$ cat src/rtl/keypad_scanner.sv
// 4x4 matrix keypad scanner: one active-low column per slot, 2-flop row sync,
// whole-map debounce across full scans, single-key press events with a strobe.
module keypad_scanner #(
  parameter int SCAN_DIV       = 1000,
  parameter int DEBOUNCE_SCANS = 4
) (
  input  logic       clk,
  input  logic       rst,
  input  logic [3:0] row_in,
  output logic [3:0] col_out,
  output logic [3:0] key_code,
  output logic       key_valid,
  output logic       key_down,
  output logic       multi_key
);

  localparam int DW = $clog2(SCAN_DIV);
  localparam int CW = $clog2(DEBOUNCE_SCANS + 1);

  logic [DW-1:0] div;
  logic [1:0]    col;
  logic [3:0]    row_m, row_s;
  logic [15:0]   snap, prev, deb, deb_old, scan_word;
  logic [CW-1:0] cnt, cnt_nxt;
  logic          slot_end, scan_end, eval;
  logic [4:0]    ones;
  logic [3:0]    idx;
  logic          fire;

  assign slot_end  = (div == DW'(SCAN_DIV - 1));
  assign scan_end  = slot_end && (col == 2'd3);
  // Column 3 completes the word straight from the synchronizer.
  assign scan_word = {~row_s, snap[11:0]};
  assign col_out   = ~(4'b0001 << col);

  always_comb begin
    cnt_nxt = CW'(1);
    if (scan_word == prev)
      cnt_nxt = (cnt == CW'(DEBOUNCE_SCANS)) ? cnt : cnt + CW'(1);
  end

  always_comb begin
    ones = 5'd0;
    idx  = 4'd0;
    for (int i = 0; i < 16; i++) begin
      if (deb[i]) begin
        ones = ones + 5'd1;
        idx  = 4'(i);
      end
    end
  end

  // deb_old holds the map before the latest end-of-scan, so eval sees the change.
  assign fire = eval && (deb != deb_old) && (ones == 5'd1);

  always_ff @(posedge clk) begin
    if (rst) begin
      div       <= '0;
      col       <= '0;
      row_m     <= '0;
      row_s     <= '0;
      snap      <= '0;
      prev      <= '0;
      cnt       <= '0;
      deb       <= '0;
      deb_old   <= '0;
      eval      <= 1'b0;
      key_code  <= '0;
      key_valid <= 1'b0;
      key_down  <= 1'b0;
      multi_key <= 1'b0;
    end else begin
      row_m <= row_in;
      row_s <= row_m;
      div   <= slot_end ? '0 : div + DW'(1);
      if (slot_end) begin
        col                  <= col + 2'd1;
        snap[{col, 2'b00} +: 4] <= ~row_s;
      end
      eval <= scan_end;
      if (scan_end) begin
        prev    <= scan_word;
        cnt     <= cnt_nxt;
        deb_old <= deb;
        if (cnt_nxt >= CW'(DEBOUNCE_SCANS))
          deb <= scan_word;
      end
      key_valid <= fire;
      if (fire)
        key_code <= idx;
      if (eval) begin
        key_down  <= |deb;
        multi_key <= (ones >= 5'd2);
      end
    end
  end

endmodule

$ cat config.mk
export PLATFORM = sky130hd
export DESIGN_NAME = keypad_scanner
export DESIGN_NICKNAME = d
export VERILOG_FILES = /design/src/rtl/keypad_scanner.sv
export SDC_FILE = /design/constraint.sdc
export NUM_CORES = 1
export LEC_CHECK = 0
export CAP_MARGIN = 20
export CORE_MARGIN = 2
export CORE_UTILIZATION = 56
export DETAILED_ROUTE_END_ITERATION = 10
export PLACE_DENSITY = 0.74
export SLEW_MARGIN = 20
export SYNTH_ARGS = -nofsm -noshare
export SYNTH_HDL_FRONTEND = slang
export SYNTH_SLANG_ARGS = --single-unit
$ cat constraint.sdc
create_clock -name clk -period 15.1 [get_ports clk]
set_input_delay 2.265 -clock clk [delete_from_list [all_inputs] [get_ports clk]]
set_output_delay 2.265 -clock clk [all_outputs]
set_load 0.01 [all_outputs]
==> impl_metrics.tcl <==
set metrics [dict create \
    ys.flop_type "dfxtp_1" \
    cts_made_buffers 9 \
    antenna_left 0 \
    p_sw_mw 0.08965 \
    synth_area_leaders "dfxtp_1 32%, xnor2_1 9.2%, nand2_1 6.2%" \
    timing.slew.headroom_pct 41.82 \
    end_kind "flop" \
    grt_pass1_vias 4188 \
    post_synth_most_frequent_cells "93 x nand2_1, 91 x dfxtp_1, 75 x nor2_1" \
    antenna_found_initial 0 \
    setup_tns_ps 0 \
    finalCritPeriodShare_pct 70.60 \
    chipHeight_um 104.1 \
    rsz0062_at_grt "false" \
    setup_viol 0 \
    power_mw 0.4433 \
    synth_nets 700 \
    crit_arrival_ps 10910 \
    clock_sinks 91 \
    required_ps 15350 \
    die_w_um 104.1 \
    routed_wl_um 11300 \
    yosys.area.top_type "dfxtp_1" \
    drt_first_pass_iters 4 \
    htree_levels 3 \
    cp_common_cell "ha_1" \
    io_pins 17 \
    core_um2 9774 \
    ys_ff_latch 91 \
    crit_type "flop to flop" \
    final_max_slew_viol_count 0 \
    root_buffer "clkbuf_8" \
    path_clk_slew_ps 90 \
    setup.worst_path.start_class "flop" \
    grt_max_degree 88 \
    synth.most_common_cell "nand2_1" \
    syn_area_um2 5615 \
    clkPwrFrac_pct 43.5 \
    synth_edf_count 0 \
    outcome "completed" \
    synth.distinct_cells 71 \
    area_delta_synth_final_pct 8.400 \
    cp_slowest_cell "dfxtp_1" \
    internal_power_mw 0.3536 \
    viasPerCell 5.541 \
    fin_skew_ps 10.60 \
    fmax_mhz 93.81 \
    clk_latency_ps 350 \
    grt-ovfl-total 0 \
    maxCapViolCount 0 \
    drtIter0Drc 178 \
    sequentialPowerShare_pct 54.8 \
    hold_class "flop to flop" \
    power_density_nw_per_um2 72.82 \
    peakVddDrop_v 0.00006134 \
    port-buffer-count 16 \
    fp-row-count 36 \
    hold_viol 0 \
    cts_resized 0 \
    track_usage_pct 21.33 \
    routabilityCongestion 0.8045 \
    swShare_pct 20.22 \
    p_leak_nw 2.234 \
    drcViolationCount 0 \
    cpPeakStageDelay_ps 440 \
    layout.nets 697 \
    path_max_fanout 6 \
    n_antenna_cell 0 \
    period_minus_slack_ps 10660 \
    synth.avg_cell_area_um2 8.381 \
    cts_tree "built" \
    worst_pin_slew_ps 872.7 \
    syn_inst 670 \
    yosysWarnings 0 \
    p_comb_share_pct 1.7 \
    wl_per_cell_um 14.06 \
    cts.path.max_buffers 2 \
    die_area_um2 10840 \
    grt_pass1_wl_um 19410 \
    vias 4455 \
    ys_async_sr_fraction_pct 0 \
    synth_seq_area_share_pct 32.44 \
    post_cts_buffers 0 \
    start_util_pct 57.45 \
    ctsHoldBuffers 0 \
    drive_gt1_share_pct 6.855 \
    synth_top_cell_area_share_pct 32.44 \
    dp_hpwl_um 8125 \
]
-- cell families (layout without fill, tap and decap cells) --
kind of cell | after synthesis | in the layout | synth area share [%]
XOR/XNOR | 96 | 96 | 18.32
buffers and inverters | 58 | 59 | 4.189
AND/OR/NAND/NOR | 268 | 268 | 22.37
adder cells (fa/ha/maj) | 25 | 25 | 5.526
AO/OA/AOI/OAI | 105 | 105 | 12.12
multiplexers | 27 | 27 | 5.035
flip-flops | 91 | 91 | 32.44
-- layout by cell type (no fill, tap or decap), drive strengths merged, types with 3 or more instances in the layout --
cell,count
buf,5
nor4,6
nand4,12
nor3,18
nor2b,15
clkbuf,9
nand2,93
mux2,7
xor2,24
inv,23
a211oi,11
nor3b,3
nand3b,3
o21ai,8
o31ai,4
bufinv,3
clkdlybuf4s50,15
nor2,76
nand3,19
and2,6
ha,24
mux2i,20
xnor2,63
xnor3,7
nand2b,3
dfxtp,91
a311oi,4
a21oi,54
-- final cells by class --
| class | instances | area (um2) |
|---|---|---|
| inverters | 24 | 92.59 |
| repair buffers | 20 | 205.2 |
| well taps | 133 | 166.4 |
| clock inverters | 6 | 113.9 |
| clock buffers | 9 | 123.9 |
| multi-input cells | 521 | 3563 |
| fillers | 868 | 3687 |
| flip-flops and latches | 91 | 1822 |
-- layer usage --
layer	wire (um)	up-vias	track usage [%]	part of all wire, %
li1	-	2280	-	-
met1	5337	2108	27.26	47
met2	5565	55	37.41	49
met3	238	12	3.133	2.1
met4	162	0	6.081	1.4
met5	0	-	0	0
-- power by group through the flow --
| stage | registers [mW] | clock network (mW) | logic (mW) |
|---|---|---|---|
| after CTS | 0.243 | 0.196 | 0.00754 |
| after floorplan | 0.248 | 0 | 0.00541 |
| after global routing | 0.243 | 0.205 | 0.00843 |
| after detailed placement | 0.249 | 0 | 0.00752 |
| final | 0.243 | 0.193 | 0.00753 |
| after global placement | 0.249 | 0 | 0.00744 |
-- flip-flops by register name, summed over array words and instances (netlist names) --
signal / count
prev: 16
key_code: 4
snap: 12
cnt: 3
div: 10
deb: 16
row_s: 4
key_valid: 1
col: 2
eval: 1
row_m: 4
deb_old: 16
multi_key: 1
key_down: 1
-- worst paths after layout --
| kind | from | to | slack, ps | cells after the start |
|---|---|---|---|---|
| setup / recovery | deb[0] | key_code[3] | 4440 | 50 |
| hold / removal | row_m[2] | row_s[2] | 440 | 1 |
| setup reg to reg | deb[0] | key_code[3] | 4440 | 50 |
| hold reg to reg | row_m[2] | row_s[2] | 440 | 1 |
-- stage by stage --
| stage | worst slack [ps] | instance area, um2 | cells | util (%) | hold WS (ps) |
|---|---|---|---|---|---|
| floorplan | 5483 | 5615 | 670 | - | 413.2 |
| detailed placement | 4455 | 5822 | 788 | 59.56 | 423.4 |
| CTS | 4401 | 6060 | 803 | 61.99 | 448.6 |
| global placement | 4949 | 5822 | 788 | 59.56 | 416.2 |
| finish | 4440 | 6087 | 804 | 62.28 | 444.0 |
| global route | 3538 | 6087 | 804 | 62.28 | 462.5 |
-- critical path, delay by kind of cell, from the launching register on --
family	cells	cell delay (ps)
multiplexers	5	1400
AO/OA/AOI/OAI	10	2110
XOR/XNOR	3	840
adder cells (fa/ha/maj)	13	3830
AND/OR/NAND/NOR	16	1630
buffers and inverters	3	270
flip-flops	1	440
Note: power is estimated with default switching activity, not from simulation.
